==> src/rtl/uart_tx_arbiter.sv <==
// rtl/uart_tx_arbiter.sv - two-port round-robin packet arbiter feeding a shared uart_tx
module uart_tx_arbiter #(
  parameter logic [15:0] GAP_TIMEOUT = 16'd50000
) (
  input  logic       clk,
  input  logic       rst,
  input  logic       req0,
  input  logic       req1,
  input  logic [7:0] byte0,
  input  logic [7:0] byte1,
  input  logic       last0,
  input  logic       last1,
  output logic       ack0,
  output logic       ack1,
  output logic [1:0] gnt,
  output logic       busy,
  output logic       abort_err,
  output logic       tx_dv,
  output logic [7:0] tx_byte,
  input  logic       tx_active,
  input  logic       tx_done
);

  typedef enum logic [1:0] {S_IDLE, S_SEND, S_WAIT, S_HOLD} state_t;

  state_t      state_q, state_d;
  logic        rr_q, rr_d;        // port that wins a simultaneous request
  logic        last_q, last_d;
  logic [15:0] cnt_q, cnt_d;
  logic        done_prev_q;
  logic [1:0]  gnt_d;
  logic [7:0]  tx_byte_d;
  logic        tx_dv_d, ack0_d, ack1_d, abort_d, busy_d;

  logic        uart_ready, done_rise, sel_port, req_sel, last_sel, timeout_hit;
  logic [7:0]  byte_sel;

  assign uart_ready  = !tx_active && !tx_done;
  assign done_rise   = tx_done && !done_prev_q;
  assign sel_port    = gnt[1];
  assign req_sel     = sel_port ? req1  : req0;
  assign byte_sel    = sel_port ? byte1 : byte0;
  assign last_sel    = sel_port ? last1 : last0;
  assign timeout_hit = (GAP_TIMEOUT != 16'd0) && (cnt_q == GAP_TIMEOUT - 16'd1);

  always_comb begin
    state_d   = state_q;
    rr_d      = rr_q;
    last_d    = last_q;
    cnt_d     = cnt_q;
    gnt_d     = gnt;
    tx_byte_d = tx_byte;
    tx_dv_d   = 1'b0;
    ack0_d    = 1'b0;
    ack1_d    = 1'b0;
    abort_d   = 1'b0;

    case (state_q)
      S_IDLE: begin
        gnt_d = 2'b00;
        if (req0 || req1) begin
          if (req0 && req1) gnt_d = rr_q ? 2'b10 : 2'b01;
          else              gnt_d = req1 ? 2'b10 : 2'b01;
          state_d = S_SEND;
        end
      end
      S_SEND: begin
        if (uart_ready && req_sel) begin
          tx_dv_d   = 1'b1;
          tx_byte_d = byte_sel;
          ack0_d    = !sel_port;
          ack1_d    = sel_port;
          last_d    = last_sel;
          state_d   = S_WAIT;
        end
      end
      S_WAIT: begin
        if (done_rise) begin
          if (last_q) begin
            gnt_d   = 2'b00;
            rr_d    = !sel_port;
            state_d = S_IDLE;
          end else begin
            cnt_d   = 16'd0;
            state_d = S_HOLD;
          end
        end
      end
      S_HOLD: begin
        if (req_sel) begin
          state_d = S_SEND;
        end else if (timeout_hit) begin
          abort_d = 1'b1;
          gnt_d   = 2'b00;
          rr_d    = !sel_port;
          state_d = S_IDLE;
        end else if (cnt_q != 16'hFFFF) begin
          // saturates only when the timeout is disabled
          cnt_d = cnt_q + 16'd1;
        end
      end
      default: state_d = S_IDLE;
    endcase

    busy_d = (state_d != S_IDLE);
  end

  always_ff @(posedge clk) begin
    if (rst) begin
      state_q     <= S_IDLE;
      rr_q        <= 1'b0;
      last_q      <= 1'b0;
      cnt_q       <= 16'd0;
      done_prev_q <= 1'b0;
      gnt         <= 2'b00;
      tx_byte     <= 8'h00;
      tx_dv       <= 1'b0;
      ack0        <= 1'b0;
      ack1        <= 1'b0;
      abort_err   <= 1'b0;
      busy        <= 1'b0;
    end else begin
      state_q     <= state_d;
      rr_q        <= rr_d;
      last_q      <= last_d;
      cnt_q       <= cnt_d;
      done_prev_q <= tx_done;
      gnt         <= gnt_d;
      tx_byte     <= tx_byte_d;
      tx_dv       <= tx_dv_d;
      ack0        <= ack0_d;
      ack1        <= ack1_d;
      abort_err   <= abort_d;
      busy        <= busy_d;
    end
  end

endmodule

==> config.mk <==
export PLATFORM = sky130hd
export DESIGN_NAME = uart_tx_arbiter
export DESIGN_NICKNAME = d
export VERILOG_FILES = /design/src/rtl/uart_tx_arbiter.sv
export SDC_FILE = /design/constraint.sdc
export NUM_CORES = 1
export LEC_CHECK = 0
export BUFFER_PORTS_ARGS = -buffer_cell sky130_fd_sc_hd__buf_2
export CAP_MARGIN = 15
export CORE_MARGIN = 1.5
export CORE_UTILIZATION = 50
export CTS_CLUSTER_SIZE = 12
export DETAILED_ROUTE_END_ITERATION = 10
export PLACE_DENSITY = 0.75
export SLEW_MARGIN = 20
export SYNTH_ARGS = -nofsm -noshare
export SYNTH_HDL_FRONTEND = slang
export SYNTH_SLANG_ARGS = --single-unit
==> constraint.sdc <==
create_clock -name clk -period 2.13 [get_ports clk]
set_input_delay 0.213 -clock clk [delete_from_list [all_inputs] [get_ports clk]]
set_output_delay 0.213 -clock clk [all_outputs]
set_load 0.01 [all_outputs]
Word-level counts from Yosys, hierarchy flattened
Cells that the tools add are included.
- bits in registers: 36
- input bits: 24
- logic and storage cells: 80
- add/subtract/negate cells: 1
- equality and inequality tests: 12
- multiplexer cells: 32
- bitwise gates (word level): 3
- reductions and logical operators: 20
- operator list (cell ; number):
    2-to-1 mux 16 bit ; 5
    case mux 16 bit (2 select lines) ; 1
    2-to-1 mux 2 bit ; 14
    adder 16 x 1 -> 16 bit (second input constant) ; 1
    equality test 16 bit (second input constant) ; 1
    != test 16 bit (second input constant) ; 1
    != test 2 bit (second input constant) ; 7
    AND reduction 5 bit ; 2
    2-to-1 mux 1 bit ; 8
    2-to-1 mux 8 bit ; 1
    case mux 2 bit (4 select lines) ; 1
    case mux 2 bit (3 select lines) ; 1
    AND reduction 6 bit ; 1
    OR reduction 3 bit ; 2
    equality test 2 bit (second input constant) ; 2
    logical AND 1 bit ; 4
    logical NOT 1 bit ; 4
    nonzero test 2 bit ; 2
    NOT 1 bit ; 3
    nonzero test 3 bit ; 1
    equality test 2 x 1 -> 1 bit (second input constant) ; 1
    logical NOT 2 bit ; 1
    case mux 1 bit (2 select lines) ; 1
    AND reduction 2 bit ; 1
    2 further kinds ; 2

Longest topological paths before layout
Gate-level depths: netlist of the first run.
- depth in word-level cells: 6
- gate-level depth with buffers: 8

Worst setup path before layout of the first run
No wires, ideal clock.
- path type: flip-flop to flip-flop
- start point: register gnt[1]
- end point: register cnt_q[11]
- setup time: 96 ps
- data arrival time: 1983 ps
- required time: 2034 ps
- path slack: 51 ps
- stages on the path, launching flop included: 9
- path buffers: 3
- path through: dfxtp_1 -> buf_2 -> mux2i_4 -> nand2_1 -> o22a_1 -> buf_6 -> or3_4 -> buf_12 -> o41ai_2
- cells in the longest elaborated chain, start to end: 3
- RTL lines (element ; line ; text):
    start, declared ; 15 ; output logic [1:0] gnt,
    start signal, assigned ; 128 ; gnt <= gnt_d;
    2-to-1 mux 1 bit ; 41 ; assign req_sel = sel_port ? req1 : req0;
    != test 2 bit (no line) ; n/a ;
    AND reduction 6 bit (no line) ; n/a ;
    end signal, assigned ; 126 ; cnt_q <= cnt_d;
    end, declared ; 29 ; logic [15:0] cnt_q, cnt_d;
No other way between the ends.
A chain may end at the register's enable or synchronous reset.

Worst setup path after layout of the first run
- start point: register gnt[1]
- end point: register cnt_q[3]
Same word-level chain as after synthesis.

==> results of run 1 <==
==> power breakdown <==
group	internal (mW)	switching, mW
Combinational	0.0836	0.100
Clock	0.346	0.265
Sequential	0.692	0.0131
Total	1.12	0.378
==> worst max-delay path, stage by stage (launching register included) <==
cell                      delay (ns)
sky130_fd_sc_hd__dfxtp_1        0.41
sky130_fd_sc_hd__mux2i_4        0.29
sky130_fd_sc_hd__and2_1         0.20
sky130_fd_sc_hd__or2b_1         0.28
sky130_fd_sc_hd__or4b_2         0.66
sky130_fd_sc_hd__a21oi_2        0.14
==> registers in the layout, indices dropped and copies added, names as in the netlist <==
signal / flops
abort_err: 1
ack0: 1
ack1: 1
busy: 1
cnt_q: 16
done_prev_q: 1
gnt: 2
last_q: 1
rr_q: 1
state_q: 2
tx_byte: 8
tx_dv: 1
==> stage by stage <==
stage,hold slack [ns],setup WS (ns)
finish,0.1810,0.09577
global route,0.2048,0.009390
CTS,0.1698,0.006851
detailed placement,0.4580,0.005753
global placement,0.4428,0.09389
floorplan,0.3412,0.05103
==> routing by layer <==
layer / wire length, um / track usage
met5: 0 / 0
met3: 348 / 0.07432
met2: 2106 / 0.3588
met4: 93 / 0.09949
met1: 2103 / 0.3040
==> logic make-up (layout without fill, tap and decap cells) <==
logic type                 after synthesis  in the layout  share of synthesized area
and+or+nand+nor                         86             86                     0.2408
AOI/OAI and AO/OA                       61             61                     0.2524
DFF                                     36             36                     0.3529
buffers and inverters                   21             72                    0.08272
muxes                                   12             12                    0.06495
adders and majority gates                1              1                   0.006126
==> cells in the mapped netlist (all sizes together) <==
cell	count	area [um2]
or2b	2	16.27
and2	3	20.02
o32a	1	11.26
or3	5	38.78
o211ai	2	15.01
o21ai	6	48.79
nand4bb	1	11.26
nor3	2	10.01
or3b	1	8.760
nand2b	1	6.260
nand4b	1	8.760
nand3b	1	7.510
nor2	24	90.09
o22a	1	8.760
nor4b	1	8.760
nand4	2	12.51
o221a	1	11.26
dfxtp	36	720.7
a211oi	10	75.07
nor4	1	21.27
a31oi	5	37.53
nand2	15	56.30
nand3	11	55.05
a32oi	1	8.760
or2	1	6.260
o41ai	8	115.1
inv	4	15.01
a21oi	14	81.33
a41oi	1	8.760
mux2i	12	132.6
o31ai	1	7.510
or4	1	7.510
or4b	2	23.77
buf	7	86.33
a21o	1	7.510
nor2b	2	12.51
clkbuf	10	67.57
and3	5	33.78
ha	1	12.51
and4	4	36.29
o311ai	9	78.83
==> timing repair <==
| item | 4_1_cts | 5_1_grt |
|---|---|---|
| setup endpoints to repair | 1 | 14 |
| gates resized for setup | 0 | 3 |
| hold buffers | 0 | 0 |
| pin swaps | 1 | 1 |
| setup buffers | 0 | 3 |
==> area by class of cell <==
type	count	share of cell area
Timing Repair Buffer	60	0.1464
Clock inverter	3	0.01753
Clock buffer	5	0.02835
Inverter	4	0.006186
Multi-Input combinational cell	160	0.4783
Tap cell	50	0.02577
Sequential cell	36	0.2974
==> path summary, 6_finish.rpt <==
kind	end	from	depth (start not counted)	slack, ns
worst min-delay path	done_prev_q	tx_done	2	0.18
worst max-delay path	cnt_q[3]	gnt[1]	5	0.1
worst min register to register	gnt[0]	gnt[0]	2	0.47
worst max register to register	cnt_q[3]	gnt[1]	5	0.1
==> placed cells by master (no fill, tap or decap), types with 2 or more instances in the layout <==
| master | instances |
|---|---|
| sky130_fd_sc_hd__mux2i_1 | 11 |
| sky130_fd_sc_hd__o41ai_2 | 6 |
| sky130_fd_sc_hd__inv_1 | 4 |
| sky130_fd_sc_hd__o311ai_1 | 3 |
| sky130_fd_sc_hd__and3_2 | 2 |
| sky130_fd_sc_hd__nand2_1 | 15 |
| sky130_fd_sc_hd__or3_1 | 2 |
| sky130_fd_sc_hd__clkbuf_8 | 5 |
| sky130_fd_sc_hd__or3_2 | 2 |
| sky130_fd_sc_hd__o311ai_0 | 6 |
| sky130_fd_sc_hd__o41ai_1 | 2 |
| sky130_fd_sc_hd__and4_1 | 3 |
| sky130_fd_sc_hd__a21oi_1 | 11 |
| sky130_fd_sc_hd__a21oi_2 | 3 |
| sky130_fd_sc_hd__nand4_1 | 2 |
| sky130_fd_sc_hd__buf_4 | 22 |
| sky130_fd_sc_hd__nor2_1 | 24 |
| sky130_fd_sc_hd__nor3_1 | 2 |
| sky130_fd_sc_hd__dfxtp_1 | 35 |
| sky130_fd_sc_hd__a31oi_1 | 4 |
| sky130_fd_sc_hd__nor2b_1 | 2 |
| sky130_fd_sc_hd__o21ai_2 | 5 |
| sky130_fd_sc_hd__o211ai_1 | 2 |
| sky130_fd_sc_hd__nand3_1 | 11 |
| sky130_fd_sc_hd__a211oi_1 | 10 |
| sky130_fd_sc_hd__and3_1 | 3 |
| sky130_fd_sc_hd__buf_2 | 38 |
| sky130_fd_sc_hd__and2_1 | 2 |
==> insert_results.sql, run 1 <==
INSERT INTO impl_metrics (metric_group, metric, value, unit) VALUES
('placement', 'number_of_i_o_port_buffers', '38', ''),
('floorplan', 'design.die.area', '0.004476', 'mm2'),
('floorplan', 'floorplan.initialDensity', '0.5142', ''),
('synth', 'syn_nets', '242', ''),
('critical_path', 'highest_fanout_seen_on_the_critical_path', '4', ''),
('power_and_ir_drop', 'power-per-cell-area', '617.9', 'mW/mm2'),
('clock_tree', 'tritoncts.num_buffers', '5', ''),
('sta', 'worst_slew_pin_slew', '0.4834', 'ns'),
('global_route', 'wire_length_of_the_first_global_routing_pass', '7962', 'um'),
('route', 'post_drt_wl_per_cell', '14.63', 'um'),
('route', 'drt.antenna.violating_nets', '0', ''),
('route', 'postRouteWirelength', '4651', 'um'),
('layout', 'nets_final', '292', ''),
('route', 'detail_route.drc_violations', '0', ''),
('synth', 'ys_seq_area_frac', '0.3529', ''),
('floorplan', 'area_of_the_placeable_core', '0.003971', 'mm2'),
('floorplan', 'floorplan.die.width', '66.91', 'um'),
('clock_tree', 'clock_sinks', '36', ''),
('global_route', 'number_of_global_route_vias_before_repair', '1679', ''),
('placement', 'final_weighted_congestion_of_routability_driven_global_placement', '0.9072', ''),
('critical_path', 'arrival', '2.27', 'ns'),
('clock_tree', 'clock_root_buffer', 'sky130_fd_sc_hd__clkbuf_8', ''),
('sta', 'layout_min_cycle_time', '2.034', 'ns'),
('sta', 'worst_slew_margin_rel', '0.6774', ''),
('sta', 'max_freq', '491.6', 'MHz'),
('placement', 'post-dp-hpwl', '3319', 'um'),
('job', 'max-cap-violations', '0', ''),
('critical_path', 'timing.critical_path.from_type', 'flop', ''),
('synth', 'synth_area_per_cell', '9.410', 'um2'),
('clock_tree', 'htreeDepth', '2', ''),
('sta', 'slew_viol_final', '0', ''),
('layout', 'areaGrowthSynthToFinish', '18.87', '%'),
('synth', 'number_of_instances_in_the_synthesized_netlist', '217', ''),
('clock_tree', 'worst_skew_pair.late_latency', '0.30', 'ns'),
('hold_path', 'hp-class', 'in -> reg', ''),
('sta', 'period_share', '0.9550', ''),
('global_route', 'antenna_found_initial', '0', ''),
('sta', 'timing_hold_violations_final', '0', ''),
('route', 'drtPass1Iterations', '4', ''),
('floorplan', 'io-pin-count', '39', ''),
('clock_tree', 'cts.clk_slew.worst_paths', '0.08', 'ns'),
('sta', 'fin_setup_tns', '0', 'ns'),
('power_and_ir_drop', 'static-leakage-power', '0.9475', 'nW'),
('floorplan', 'die_height', '66.91', 'um'),
('sta', 'rsz0062_at_grt', 'no', ''),
('layout', 'filler_cell_count', '366', ''),
('layout', 'multi_input_comb_area', '0.001161', 'mm2'),
('placement', 'placed_cell_area', '0.002290', 'mm2'),
('critical_path', 'required', '2.37', 'ns'),
('layout', 'final_cell_count_no_fill', '318', ''),
('critical_path', 'worstSetupEndpointType', 'flop', ''),
('global_route', 'grt_util_all_layers', '0.2352', ''),
('power_and_ir_drop', 'overall_power_consumption', '1.500', 'mW'),
('clock_tree', 'tritoncts_clock_tree', 'yes', ''),
('layout', 'final_core_utilization', '0.6112', ''),
('layout', 'fin_area', '0.002427', 'mm2'),
('sta', 'final.setup_skew', '0.002823', 'ns'),
('synth', 'post_synth_num_cell_types', '58', ''),
('synth', 'yosys_warnings', '0', ''),
('route', 'drt_iter0_drc', '97', ''),
('layout', 'antenna_cells_inserted', '0', ''),
('placement', 'place_inst', '307', ''),
('global_route', 'global_route_total_overflow', '0', ''),
('outcome', 'outcome', 'finished, final reports clean', ''),
('layout', 'layout-drive-gt1-share', '0.3731', ''),
('synth', 'synthesis.area', '0.002042', 'mm2'),
('sta', 'finalSetupViolCount', '0', ''),
('global_route', 'grt_start_max_net_pins', '22', ''),
('route', 'detail_route.vias_per_cell', '5.862', ''),
('route', 'via_count', '1864', ''),
('floorplan', 'num_rows', '23', ''),
('power_and_ir_drop', 'vdd_drop_max', '0.4120', 'mV'),
('layout', 'final-seq-area', '721.9', 'um2'),
('clock_tree', 'clock_tree.buffer_depth', '2', ''),
('critical_path', 'criticalPathCategory', 'reg -> reg', ''),
('synth', 'ys_seq_elements', '36', '');
(Power assumes the default switching activity.)
==> run 2, diff against run 1 <==
ABC_AREA = 1   (was default)
==> run 2 against run 1 <==
Die area up 3.5%. Sequential power down 1%. Critical path depth up 7. Fmax up 5.6%. Clock power down 24%. Largest power group unchanged. Wire length up 5.2%. Final cell count up 32%.
==> insert_results.sql, run 2 <==
INSERT INTO impl_metrics (metric_group, metric, value, unit) VALUES
('layout', 'layout-drive-gt1-share', '0.1919', ''),
('critical_path', 'arrival', '2.16', 'ns'),
('synth', 'async_flop_share', '0', ''),
('critical_path', 'required', '2.36', 'ns'),
('clock_tree', 'post_cts_hold_buffer_count', '0', ''),
('critical_path', 'worst_setup_path_endpoint', 'cnt_q[5]', ''),
('placement', 'final_weighted_congestion_of_routability_driven_global_placement', '0.9402', ''),
('layout', 'layout.cells.most_common', 'sky130_fd_sc_hd__nand2_1', ''),
('synth', 'syn_nets', '359', ''),
('synth', 'ys_top_cells_by_area', 'sky130_fd_sc_hd__dfxtp_1, sky130_fd_sc_hd__nand2_1, sky130_fd_sc_hd__nor2_1', ''),
('layout', 'areaGrowthSynthToFinish', '14.36', '%'),
('floorplan', 'floorplan.die.width', '68.07', 'um'),
('global_route', 'grt_start_max_net_pins', '19', ''),
('clock_tree', 'clock_root_buffer', 'sky130_fd_sc_hd__clkbuf_8', ''),
('floorplan', 'design.die.area', '0.004634', 'mm2'),
('route', 'via_count', '2146', ''),
('global_route', 'number_of_global_route_vias_before_repair', '1934', ''),
('placement', 'placed_cell_area', '0.002340', 'mm2'),
('sta', 'rsz0062_at_grt', 'no', ''),
('critical_path', 'cp_slowest_cell', 'sky130_fd_sc_hd__dfxtp_1', ''),
('layout', 'regMostFlops', 'cnt_q', ''),
('sta', 'setup_slack', '0.2035', 'ns'),
('route', 'drt.antenna.violating_nets', '0', ''),
('critical_path', 'timing.critical_path.from_type', 'flop', ''),
('synth', 'dominantRegCellSynth', 'sky130_fd_sc_hd__dfxtp_1', ''),
('clock_tree', 'cts.clk_slew.worst_paths', '0.07', 'ns'),
('critical_path', 'regToRegEndpoint', 'cnt_q[5]', ''),
('sta', 'layout_min_cycle_time', '1.926', 'ns'),
('critical_path', 'critPathLaunch', 'cnt_q[0]', ''),
('floorplan', 'die_height', '68.07', 'um'),
('power_and_ir_drop', 'vdd_drop_max', '0.2743', 'mV'),
('route', 'drt_iter0_drc', '135', ''),
('power_and_ir_drop', 'power-per-cell-area', '535.5', 'mW/mm2'),
('sta', 'slew_viol_final', '0', ''),
('route', 'drtPass1Iterations', '4', ''),
('synth', 'post_synth_num_cell_types', '31', ''),
('route', 'post_drt_wl_per_cell', '11.65', 'um'),
('synth', 'ys_seq_elements', '36', ''),
('layout', 'largest_register_ffs', '16', ''),
('sta', 'final.setup_skew', '0.002714', 'ns'),
('floorplan', 'area_of_the_placeable_core', '0.004029', 'mm2'),
('global_route', 'grt_util_all_layers', '0.2382', ''),
('placement', 'place_inst', '413', ''),
('clock_tree', 'worst_skew_pair.late_latency', '0.29', 'ns'),
('outcome', 'outcome', 'finished, final reports clean', ''),
('critical_path', 'rr_startpoint', 'cnt_q[0]', ''),
('synth', 'synth_area_per_cell', '6.338', 'um2'),
('critical_path', 'criticalPathCategory', 'reg -> reg', ''),
('synth', 'synth.top_cell.area_share', '0.3404', ''),
('sta', 'holdWs', '0.1729', 'ns'),
('route', 'detail_route.drc_violations', '0', ''),
('critical_path', 'worstSetupEndpointType', 'flop', ''),
('sta', 'period_share', '0.9045', ''),
('floorplan', 'floorplan.initialDensity', '0.5255', ''),
('critical_path', 'critical_path.max_stage_delay', '0.39', 'ns'),
('route', 'postRouteWirelength', '4891', 'um'),
('layout', 'fin_area', '0.002421', 'mm2'),
('route', 'detail_route.vias_per_cell', '5.110', ''),
('floorplan', 'io-pin-count', '39', ''),
('synth', 'yosysMostFrequentCell', 'sky130_fd_sc_hd__nand2_1', ''),
('placement', 'post-dp-hpwl', '3584', 'um'),
('critical_path', 'cp_num_cells', '12', ''),
('sta', 'max_freq', '519.1', 'MHz'),
('layout', 'mostFrequentLayoutCells', 'sky130_fd_sc_hd__nand2_1, sky130_fd_sc_hd__nor2_1, sky130_fd_sc_hd__buf_2', ''),
('clock_tree', 'htreeDepth', '2', ''),
('hold_path', 'hp-class', 'in -> reg', ''),
('placement', 'number_of_i_o_port_buffers', '38', ''),
('synth', 'synth_top_cells_by_count', 'sky130_fd_sc_hd__nand2_1, sky130_fd_sc_hd__nor2_1, sky130_fd_sc_hd__dfxtp_1, sky130_fd_sc_hd__inv_1, sky130_fd_sc_hd__a21oi_1', ''),
('sta', 'fin_setup_tns', '0', 'ns'),
('critical_path', 'cp.buffers_inverters', '2', ''),
('sta', 'timing_hold_violations_final', '0', ''),
('clock_tree', 'post_cts.resized_instances', '0', ''),
('power_and_ir_drop', 'static-leakage-power', '0.9286', 'nW'),
('clock_tree', 'tritoncts_clock_tree', 'yes', ''),
('layout', 'nets_final', '395', ''),
('synth', 'synthDominantAreaCellType', 'sky130_fd_sc_hd__dfxtp_1', ''),
('clock_tree', 'post-cts-setup-buffer-count', '0', ''),
('clock_tree', 'clock_sinks', '36', ''),
('layout', 'antenna_cells_inserted', '0', ''),
('synth', 'ys_seq_area_frac', '0.3404', ''),
('critical_path', 'highest_fanout_seen_on_the_critical_path', '12', ''),
('synth', 'synthesis.area', '0.002117', 'mm2'),
('sta', 'worst_slew_margin_rel', '0.5648', ''),
('critical_path', 'path_cells', 'ha_1, nand2_2, nor2_4, inv_2, nor2_2, nand2_1, nor2_1, nor2_2, buf_4, nand2_1, nand2_1, nor2_1', ''),
('clock_tree', 'clock_tree.buffer_depth', '2', ''),
('job', 'max-cap-violations', '0', ''),
('layout', 'leading_registers_by_flop_count', 'cnt_q: 16 flops, tx_byte: 8 flops', ''),
('critical_path', 'worstRegToRegCells', '12', ''),
('synth', 'number_of_flops_mapped_to_enable_cells_by_yosys', '0', ''),
('global_route', 'wire_length_of_the_first_global_routing_pass', '8431', 'um'),
('sta', 'finalSetupViolCount', '0', ''),
('critical_path', 'critPathTopFamily', 'simple AND/OR/NAND/NOR gates', ''),
('layout', 'final_cell_count_no_fill', '420', ''),
('synth', 'number_of_instances_in_the_synthesized_netlist', '334', ''),
('critical_path', 'worst_reg_to_reg_setup_slack', '0.20', 'ns'),
('placement', 'setup_slack_placement', '0.2226', 'ns'),
('synth', 'yosys_warnings', '0', ''),
('critical_path', 'timing.critical_path.mode_cell', 'sky130_fd_sc_hd__nand2_1', ''),
('floorplan', 'num_rows', '23', ''),
('clock_tree', 'tritoncts.num_buffers', '5', ''),
('global_route', 'antenna_found_initial', '0', ''),
('sta', 'worst_slew_pin_slew', '0.6504', 'ns'),
('global_route', 'global_route_total_overflow', '0', '');
[run 2: cell count changes after synthesis, moves of 10 or more]
cell,delta
sky130_fd_sc_hd__mux2i_1,-11
sky130_fd_sc_hd__nand2_1,+104
sky130_fd_sc_hd__nor2_1,+22
sky130_fd_sc_hd__a21oi_1,+12
sky130_fd_sc_hd__nand3_1,+10
sky130_fd_sc_hd__nand4_1,+11
sky130_fd_sc_hd__inv_1,+20
[run 2: worst min path at each step]
stage | endpoint | cells past startpoint | start
final | done_prev_q | 3 | tx_done
after global routing | done_prev_q | 3 | tx_done
after CTS | done_prev_q | 3 | tx_done
after detailed placement | tx_byte[6] | 2 | tx_byte[6]
after global placement | tx_byte[7] | 2 | tx_byte[7]
after floorplan | done_prev_q | 2 | tx_done
[run 2: through the flow]
stage,utilization,power (mW)
finish,0.6009,1.297
global route,0.6009,1.356
CTS,0.6009,1.317
detailed placement,0.5807,0.8477
global placement,0.5807,0.8462
floorplan,-,0.7974
[run 2: cell families after synthesis]
| family | share of synthesized area |
|---|---|
| and+or+nand+nor | 0.4545 |
| buffers and inverters | 0.08392 |
| AOI/OAI and AO/OA | 0.1070 |
| DFF | 0.3404 |
| xor gates and xnor gates | 0.008276 |
| adders and majority gates | 0.005909 |
[run 2: where the power goes]
group	internal (mW)	switching [mW]	total (mW)
Clock	0.221	0.243	0.465
Combinational	0.0523	0.0849	0.137
Sequential	0.686	0.00908	0.695
Total	0.959	0.337	1.30
[run 2: final cells by class]
| cell class | count | area (um2) |
|---|---|---|
| well taps | 50 | 62.56 |
| clock inverters | 2 | 12.51 |
| inverters | 26 | 97.59 |
| repair buffers | 43 | 240.2 |
| fillers | 418 | 1608 |
| flip-flops and latches | 36 | 720.7 |
| clock buffers | 5 | 68.82 |
| multi-input cells | 258 | 1219 |
[run 2: routing by layer]
layer | vias up | track usage | part of all wire
met5 | - | 0 | 0
met4 | 0 | 0.08000 | 0.011
met3 | 7 | 0.04934 | 0.060
met2 | 66 | 0.3981 | 0.46
met1 | 929 | 0.3043 | 0.47
li1 | 1144 | - | -
[run 2: worst reg2reg max path: cells and delay by family, from the launching register on]
kind,cells,cell delay (ns)
AND/OR/NAND/NOR,9,0.95
buffers and inverters,2,0.25
adder cells (fa/ha/maj),1,0.28
flip-flops,1,0.39
